<file path="src/rtl/up_datapath_unit.sv">
// ---------------------------------------------------------------------------
// up_datapath_unit
// 8-bit datapath of the "up" microprocessor core. It holds a 4-entry register
// bank, the ALU with its operand muxes, the program counter (PC), the stack
// pointer (SP) and the 4-bit instruction register (IR). The external control
// unit steers every cycle through selects, the ALU opcode and write strobes.
//
// Ports
//   clk            : clock, all state updates on the rising edge
//   nRst           : synchronous reset, ACTIVE-HIGH despite its legacy name
//   data_in        : memory/bus read data
//   rb_sel_data_in : register write source (0 = ALU result, 1 = data_in)
//   a_sel_in_a     : ALU operand A source (0 = rb[rb_sel_out_a], 1 = PC)
//   a_sel_in_b     : ALU operand B source (0 = rb[rb_sel_out_b], 1 = SP)
//   a_op           : ALU operation
//   ir_we          : IR load strobe (IR <= data_in[top nibble])
//   pc_we          : PC load strobe (PC <= ALU result)
//   rb_sel_out_a   : register read port A address
//   rb_sel_out_b   : register read port B address
//   rb_sel_in      : register write address
//   rb_we          : register write strobe
//   sp_we          : SP load strobe (SP <= ALU result)
//   data_out       : combinational ALU result (data/address output)
//   ir             : instruction register contents
//   flags          : {Z,N,C,V}, only present when UP_DATAPATH_FLAGS_EN is defined
//
// Optional feature macro: UP_DATAPATH_FLAGS_EN (adds the registered flags port).
// ---------------------------------------------------------------------------
module up_datapath_unit #(
    parameter int              WIDTH    = 8,
    parameter logic [WIDTH-1:0] SP_RESET = 8'hFF
) (
    input  logic             clk,
    input  logic             nRst,
    input  logic [WIDTH-1:0] data_in,
    input  logic             rb_sel_data_in,
    input  logic             a_sel_in_a,
    input  logic             a_sel_in_b,
    input  logic [3:0]       a_op,
    input  logic             ir_we,
    input  logic             pc_we,
    input  logic [1:0]       rb_sel_out_a,
    input  logic [1:0]       rb_sel_out_b,
    input  logic [1:0]       rb_sel_in,
    input  logic             rb_we,
    input  logic             sp_we,
    output logic [WIDTH-1:0] data_out,
    output logic [3:0]       ir
`ifdef UP_DATAPATH_FLAGS_EN
    ,
    output logic [3:0]       flags
`endif
);

    localparam int              MSB = WIDTH - 1;
    localparam logic [WIDTH-1:0] ONE = WIDTH'(1);

    localparam logic [3:0] OP_PASS_A = 4'd0;
    localparam logic [3:0] OP_ADD    = 4'd1;
    localparam logic [3:0] OP_SUB    = 4'd2;
    localparam logic [3:0] OP_AND    = 4'd3;
    localparam logic [3:0] OP_OR     = 4'd4;
    localparam logic [3:0] OP_XOR    = 4'd5;
    localparam logic [3:0] OP_NOT    = 4'd6;
    localparam logic [3:0] OP_INC    = 4'd7;
    localparam logic [3:0] OP_DEC    = 4'd8;
    localparam logic [3:0] OP_SHL    = 4'd9;
    localparam logic [3:0] OP_SHR    = 4'd10;
    localparam logic [3:0] OP_ASR    = 4'd11;
    localparam logic [3:0] OP_ROL    = 4'd12;
    localparam logic [3:0] OP_ROR    = 4'd13;
    localparam logic [3:0] OP_PASS_B = 4'd14;
    localparam logic [3:0] OP_ZERO   = 4'd15;

    logic [WIDTH-1:0] rb [4];
    logic [WIDTH-1:0] pc;
    logic [WIDTH-1:0] sp;
    logic [3:0]       ir_q;
    logic [WIDTH-1:0] op_a;
    logic [WIDTH-1:0] op_b;
    logic [WIDTH-1:0] alu_out;

    // Operand muxes read the registers combinationally, so a register written
    // this edge still supplies its old value to the ALU (no bypass).
    assign op_a = a_sel_in_a ? pc : rb[rb_sel_out_a];
    assign op_b = a_sel_in_b ? sp : rb[rb_sel_out_b];

    always_comb begin
        alu_out = '0;
        case (a_op)
            OP_PASS_A: alu_out = op_a;
            OP_ADD:    alu_out = op_a + op_b;
            OP_SUB:    alu_out = op_a - op_b;
            OP_AND:    alu_out = op_a & op_b;
            OP_OR:     alu_out = op_a | op_b;
            OP_XOR:    alu_out = op_a ^ op_b;
            OP_NOT:    alu_out = ~op_a;
            OP_INC:    alu_out = op_a + ONE;
            OP_DEC:    alu_out = op_a - ONE;
            OP_SHL:    alu_out = {op_a[MSB-1:0], 1'b0};
            OP_SHR:    alu_out = {1'b0, op_a[MSB:1]};
            OP_ASR:    alu_out = {op_a[MSB], op_a[MSB:1]};
            OP_ROL:    alu_out = {op_a[MSB-1:0], op_a[MSB]};
            OP_ROR:    alu_out = {op_a[0], op_a[MSB:1]};
            OP_PASS_B: alu_out = op_b;
            OP_ZERO:   alu_out = '0;
            default:   alu_out = '0;
        endcase
    end

    assign data_out = alu_out;
    assign ir       = ir_q;

    // All destinations sample the same pre-edge alu_out/data_in, so any mix
    // of strobes in one cycle loads a consistent value everywhere.
    always_ff @(posedge clk) begin
        if (nRst) begin
            for (int i = 0; i < 4; i++) rb[i] <= '0;
            pc   <= '0;
            sp   <= SP_RESET;
            ir_q <= '0;
        end else begin
            if (rb_we) rb[rb_sel_in] <= rb_sel_data_in ? data_in : alu_out;
            if (pc_we) pc <= alu_out;
            if (sp_we) sp <= alu_out;
            if (ir_we) ir_q <= data_in[MSB:MSB-3];
        end
    end

`ifdef UP_DATAPATH_FLAGS_EN
    logic             flag_c;
    logic             flag_v;
    logic [WIDTH:0]   sum_ext;
    logic             flags_upd;

    always_comb begin
        flag_c  = 1'b0;
        flag_v  = 1'b0;
        sum_ext = {1'b0, op_a} + {1'b0, op_b};
        case (a_op)
            OP_ADD: begin
                flag_c = sum_ext[WIDTH];
                flag_v = (op_a[MSB] == op_b[MSB]) && (alu_out[MSB] != op_a[MSB]);
            end
            OP_SUB: begin
                flag_c = (op_a < op_b);
                flag_v = (op_a[MSB] != op_b[MSB]) && (alu_out[MSB] != op_a[MSB]);
            end
            OP_INC: begin
                flag_c = &op_a;
                flag_v = ~op_a[MSB] & alu_out[MSB];
            end
            OP_DEC: begin
                flag_c = (op_a == '0);
                flag_v = op_a[MSB] & ~alu_out[MSB];
            end
            OP_SHL, OP_ROL:         flag_c = op_a[MSB];
            OP_SHR, OP_ASR, OP_ROR: flag_c = op_a[0];
            default: begin
                flag_c = 1'b0;
                flag_v = 1'b0;
            end
        endcase
    end

    // Flags track only ALU results that actually get stored somewhere.
    assign flags_upd = (rb_we & ~rb_sel_data_in) | pc_we | sp_we;

    always_ff @(posedge clk) begin
        if (nRst) begin
            flags <= 4'b0000;
        end else if (flags_upd) begin
            flags <= {(alu_out == '0), alu_out[MSB], flag_c, flag_v};
        end
    end
`endif

endmodule

</file>
<file path="config.mk">
export PLATFORM = sky130hd
export DESIGN_NAME = up_datapath_unit
export DESIGN_NICKNAME = d
export VERILOG_FILES = /design/src/rtl/up_datapath_unit.sv
export SDC_FILE = /design/constraint.sdc
export NUM_CORES = 1
export LEC_CHECK = 0
export CAP_MARGIN = 20
export CORE_MARGIN = 2
export CORE_UTILIZATION = 50
export DETAILED_ROUTE_END_ITERATION = 8
export PLACE_DENSITY_LB_ADDON = 0.25
export SLEW_MARGIN = 20
export SYNTH_ARGS = -nofsm -noshare
export SYNTH_HDL_FRONTEND = slang
export SYNTH_SLANG_ARGS = --single-unit
</file>
<file path="constraint.sdc">
create_clock -name clk -period 11.1 [get_ports clk]
set_input_delay 2.775 -clock clk [delete_from_list [all_inputs] [get_ports clk]]
set_output_delay 2.775 -clock clk [all_outputs]
set_load 0.02 [all_outputs]
</file>
==> results.tsv, run 1 <==
metric	value	unit
vias	3852	
ctsResizeCount	0	
place_congestion	0.998	
synthMuxAreaShare	16.7	%
synth_nets	537	
synth.area.top_cells	edfxtp_1, dfxtp_1, mux2i_1, ha_1, nor2_1	
ir_drop	0.0000788	V
drc	0	
final_net_count	565	
cts_tree	done	
crit_fanout	10	
synth_warnings	0	
cp.arrival	7.83	ns
area_growth	13.0	%
row_count	33	
slowest_stage	clkdlybuf4s50_1	
yosysMostFrequentCell	nor2_1	
die_w	96.8	microns
synthAdderAreaFrac	7.43	%
p_sw	221	uW
drt_first_pass_iters	5	
synth_area	4310	sq um
synth_seq_cells	52	
diodes	0	
hold_buffers	0	
ys_dominant_reg_cell	edfxtp_1	
viasPerCell	6.22	
critPathMaxStageDelay	0.82	ns
cts.reportedPaths.clkPinSlew	0.08	ns
wl_met3	1.03	mm
hold_ws	0.488	ns
seq_power_share	38.5	%
period_needed	10.61	ns
maxCapViolations	0	
insertion_delay	0.31	ns
chipHeight	96.8	microns
yosysTopAreaCellShare	22.3	%
synth_edf_count	32	
cpMostUsedCell	and3_1	
worst_pin_slew	0.772	ns
p_clk_share	18.7	%
stdcell_count	619	
p_sw_share	37.2	%
synth_common_cells	nor2_1, nand2_1, mux2i_1	
antenna_found_initial	0	
wl_met2	5.83	mm
hp-class	reg2reg	
finalSetupViolations	0	
coreArea	8300	sq um
start_util	51.9	%
cts.sinks	52	
first_global_vias	3852	
wirelength	12.4	mm
drv_slew	0	
yosysTopAreaCell	edfxtp_1	
dp_cells	611	
grt_pass1_wl	20.2	mm
crit_chain	clkdlybuf4s50_1 -> mux2i_1 -> nand2_1 -> nand3_1 -> ha_1 -> and3_1 -> and3_1 -> xnor2_1 -> o21ai_0 -> a21oi_1 -> ha_1 -> or2_2 -> or4_1 -> and3_1 -> o21ai_0 -> o41ai_2 -> nor3_1 -> inv_1 -> clkdlybuf4s50_1	
cp.required	8.33	ns
power.internal	374	uW
grt_setup_unrepaired	false	
criticalPathCategory	in2out	
drt-initial-drc-count	337	
top_layer	met4	
met1Wirelength	5.22	mm
relSlewSlack	48.1	%
pin_count	39	
port_buffers	38	
fin_crit_sh	95.6	%
synthSimpleGateAreaFrac	18.8	%
synth.distinct_cells	66	
finClkSkew	0.0193	ns
drive_gt1_share	9.14	%
yosysSeqAreaShare	31.6	%
power_frac_comb	42.8	%
setup_tns	0	ns
clock_path_buffers	2	
ant_nets	0	
critPathCaptureType	output port	
synth_top_family_by_area	simple AND/OR/NAND/NOR gates	
syn-instance-count	485	
pwr_density_cell	122	nW/um^2
startpoint_type	input port	
synth-async-reset-ratio	0	%
wire_per_inst	20.0	microns
timing.fmax	0.0943	GHz
p_leak	0.00203	uW
syn_avg_cell_area	8.88	sq um
cts_setup_buffers	0	
cts.htree.levels	2	
synth-xor-area-share	2.03	%
cts_buffers	5	
grt_max_degree	29	
dp.final_hpwl	9.48	mm
fp.dieArea	9380	sq um
outcome	complete, no violations	
gr-usage-all-layers	26.9	%
utilization	58.6	%
gr-total-overflow	0	
synth_compound_area_share	17.8	%
hold_viol	0	
cts-root-buf	clkbuf_8	
[sequential cells by signal (all words and copies together) (netlist names)]
name  count
ir        4
sp        8
rb       32
pc        8
[worst paths after layout]
check	cells past startpoint	startpoint	slack (ns)	to
setup / recovery	19	rb_sel_out_b[0]	0.49	data_out[7]
hold / removal	2	sp[5]$_SDFFE_PP1P_	0.49	sp[5]$_SDFFE_PP1P_
setup reg to reg	17	rb[1][1]$_SDFFCE_PN0P_	6.61	rb[0][7]$_SDFFCE_PN0P_
hold reg to reg	2	sp[5]$_SDFFE_PP1P_	0.49	sp[5]$_SDFFE_PP1P_
[power by group through the flow]
stage / sequential, uW / combinational (uW) / clock (uW)
global route: 231 / 280 / 121
floorplan: 232 / 174 / 0
global placement: 232 / 250 / 0
CTS: 229 / 252 / 112
finish: 229 / 255 / 111
detailed placement: 233 / 251 / 0
[layout by cell type (no fill, tap or decap), drive strengths merged, types with 4 or more instances in the layout]
| cell | n |
|---|---|
| a31oi | 7 |
| mux2 | 6 |
| nor2b | 12 |
| nor2 | 58 |
| xnor2 | 9 |
| buf | 11 |
| o22a | 4 |
| o21a | 4 |
| inv | 29 |
| o21ai | 23 |
| nand3 | 11 |
| nor3 | 12 |
| clkbuf | 5 |
| ha | 24 |
| a22oi | 8 |
| dfxtp | 20 |
| edfxtp | 32 |
| a21oi | 26 |
| and3 | 8 |
| mux2i | 41 |
| mux4 | 9 |
| nor3b | 7 |
| nand2 | 42 |
| nand2b | 7 |
| clkdlybuf4s50 | 38 |
| o22ai | 13 |
[routing by layer]
metal	vias to the layer above	global-route usage [%]
met4	0	9.32
li1	1830	-
met1	1806	37.7
met2	187	42.1
met5	-	0
met3	29	4.55
[per-stage QoR]
stage	cell area [sq um]	worst slack [ns]	total power, uW
floorplan	4310	1.98	405
global placement	4770	0.679	482
detailed placement	4780	0.569	484
CTS	4870	0.543	593
global route	4870	0.151	632
finish	4870	0.492	595
[logic make-up (layout without fill, tap and decap cells)]
| group | Yosys count | in the layout |
|---|---|---|
| AO/OA/AOI/OAI | 114 | 114 |
| XOR/XNOR | 10 | 10 |
| adder cells (fa/ha/maj) | 25 | 25 |
| buffers and inverters | 58 | 87 |
| flip-flops | 52 | 52 |
| multiplexers | 56 | 56 |
| AND/OR/NAND/NOR | 170 | 170 |
[worst max-delay path, delay by kind of cell]
kind / cells / cell delay (ns)
simple gates: 8 / 2.15
buf+inv: 3 / 1.43
compound gates: 4 / 0.59
fa+ha+maj: 2 / 0.50
mux: 1 / 0.31
xor+xnor: 1 / 0.08
[final cells by class]
cell class	count	area, sq um
clock buffer	5	68.8
timing repair buffer	49	463
inverter	30	113
clock inverter	3	21.3
multi-input combinational	375	2710
tap	105	131
fill	730	3430
sequential	52	1360
(Power assumes the default switching activity.)
==> run 2: changes to the inputs <==
--- a/config.mk
+++ b/config.mk
@@ -9,6 +9,7 @@
 export CORE_MARGIN = 2
 export CORE_UTILIZATION = 50
 export DETAILED_ROUTE_END_ITERATION = 8
+export GPL_ROUTABILITY_DRIVEN = 0
 export PLACE_DENSITY_LB_ADDON = 0.25
 export SLEW_MARGIN = 20
 export SYNTH_ARGS = -nofsm -noshare
==> results.tsv, run 2 (synthesis results as in run 1) <==
metric	value	unit	change
cts_buffers	5		unchanged
cp.required	8.33	ns	about the same
cts_tree	done		
p_sw	225	uW	+1.9%
hp-class	reg2reg		
ctsResizeCount	0		unchanged
fin_area	4850	sq um	-0.31%
finalSetupViolations	0		unchanged
wl_met2	5.72	mm	-1.8%
wirelength	12.5	mm	+0.99%
cts.reportedPaths.clkPinSlew	0.10	ns	+0.02 ns
grt_pass1_wl	20.0	mm	-0.82%
cts_setup_buffers	0		unchanged
worst_pin_slew	0.788	ns	+0.0156 ns
drive_gt1_share	8.59	%	-0.55 points
wl_met3	1.23	mm	+20%
maxCapViolations	0		unchanged
chipHeight	96.8	microns	unchanged
drt_first_pass_iters	5		unchanged
power_frac_comb	42.5	%	-0.3 points
insertion_delay	0.32	ns	about the same
hold_buffers	0		unchanged
clock_path_buffers	2		unchanged
final_net_count	563		-0.35%
layout_common_cells	nor2_1, nand2_1, mux2i_1, clkdlybuf4s50_1, edfxtp_1		
stdcell_count	617		-0.32%
finClkSkew	0.0155	ns	-0.00384 ns
period_needed	10.63	ns	+0.0203 ns
met1Wirelength	5.03	mm	-3.7%
start_util	51.9	%	unchanged
fin_crit_sh	95.8	%	+0.18 points
vias	3935		+2.2%
p_leak	0.00201	uW	-0.62%
area_growth	12.6	%	
ant_nets	0		unchanged
gr-total-overflow	0		unchanged
regMostFlops	rb		
multi_input_area	2700	sq um	-0.18%
cts.sinks	52		unchanged
dp.final_hpwl	9.52	mm	+0.46%
pwr_density_cell	124	nW/um^2	+1.1%
antenna_found_initial	0		unchanged
seq_power_share	38.3	%	-0.2 points
die_w	96.8	microns	unchanged
fp.dieArea	9380	sq um	unchanged
setup_tns	0	ns	unchanged
cts.htree.levels	2		unchanged
wire_per_inst	20.3	microns	+1.3%
place_area	4760	sq um	-0.42%
coreArea	8300	sq um	unchanged
timing.fmax	0.0941	GHz	-0.19%
grt_max_degree	29		unchanged
drt-initial-drc-count	469		+39%
port_buffers	38		unchanged
pin_count	39		unchanged
drv_slew	0		unchanged
criticalPathCategory	in2out		
hold_viol	0		unchanged
viasPerCell	6.38		+2.5%
nFillCells	731		+0.14%
dp_cells	609		-0.33%
top_layer	met4		
row_count	33		unchanged
seqCellArea	1360	sq um	unchanged
p_clk_share	19.2	%	+0.5 points
diodes	0		unchanged
power.internal	374	uW	about the same
startpoint_type	input port		
cp.arrival	7.85	ns	+0.02 ns
gr-usage-all-layers	26.6	%	-0.27 points
grt_setup_unrepaired	false		
utilization	58.5	%	-0.18 points
largest_reg_flops	32		unchanged
largestRegisters	rb x32, pc x8, sp x8		
drc	0		unchanged
p_sw_share	37.6	%	+0.42 points
cts-root-buf	clkbuf_8		
ir_drop	0.0000900	V	+14%
crit_fanout	11		+1
final_common_cell	nor2_1		
relSlewSlack	47.1	%	-0.95 points
critPathCaptureType	output port		
outcome	complete, no violations		
first_global_vias	3841		-0.29%
-- run 2: final timing paths --
path,start,endpoint,slack (ns),depth (start not counted)
worst max register to register,rb[1][1]$_SDFFCE_PN0P_,rb[0][7]$_SDFFCE_PN0P_,6.60,18
worst min register to register,sp[2]$_SDFFE_PP1P_,sp[2]$_SDFFE_PP1P_,0.50,2
worst min-delay path,sp[2]$_SDFFE_PP1P_,sp[2]$_SDFFE_PP1P_,0.50,2
worst max-delay path,rb_sel_out_b[0],data_out[7],0.47,20
-- run 2: power by group through the flow --
stage	sequential [uW]	clock [uW]	combinational (uW)
after global placement	233	0	245
after global routing	231	123	277
after detailed placement	234	0	249
final	229	115	255
after floorplan	232	0	174
after CTS	229	117	251
-- run 2: layout make-up --
| cell class | count | area share, % |
|---|---|---|
| clock buffer | 5 | 1.42 |
| multi-input combinational | 375 | 55.7 |
| sequential | 52 | 28.1 |
| inverter | 30 | 2.32 |
| timing repair buffer | 47 | 9.23 |
| clock inverter | 3 | 0.542 |
| tap | 105 | 2.71 |
-- run 2: layer usage --
layer  GRT usage [%]  up-vias
met4            10.8        0
met2            41.6      239
met5               0        -
met3            5.92       44
met1            35.8     1830
li1                -     1822
-- run 2: worst max-delay path, cell delays in order --
cell and delay (ns):
clkdlybuf4s50_1 0.87, mux2i_1 0.33, nand2_1 0.09, nand3_1 0.23, ha_1 0.30, and3_1 0.28
nor2_1 0.05, o21ai_0 0.14, o21ai_0 0.09, and3_1 0.20, ha_1 0.32, nand3_1 0.10
a21oi_1 0.06, or4_1 0.54, a21oi_1 0.22, o21ai_0 0.14, o41ai_2 0.29, nor3_1 0.15
inv_1 0.07, clkdlybuf4s50_1 0.59
-- run 2: metrics by stage --
step / setup slack, ns / power [uW] / hold slack [ns]
after CTS: 0.582 / 597 / 0.502
after global routing: 0.167 / 632 / 0.528
after floorplan: 1.98 / 405 / 0.432
after global placement: 0.683 / 478 / 0.454
final: 0.471 / 599 / 0.504
after detailed placement: 0.611 / 483 / 0.467
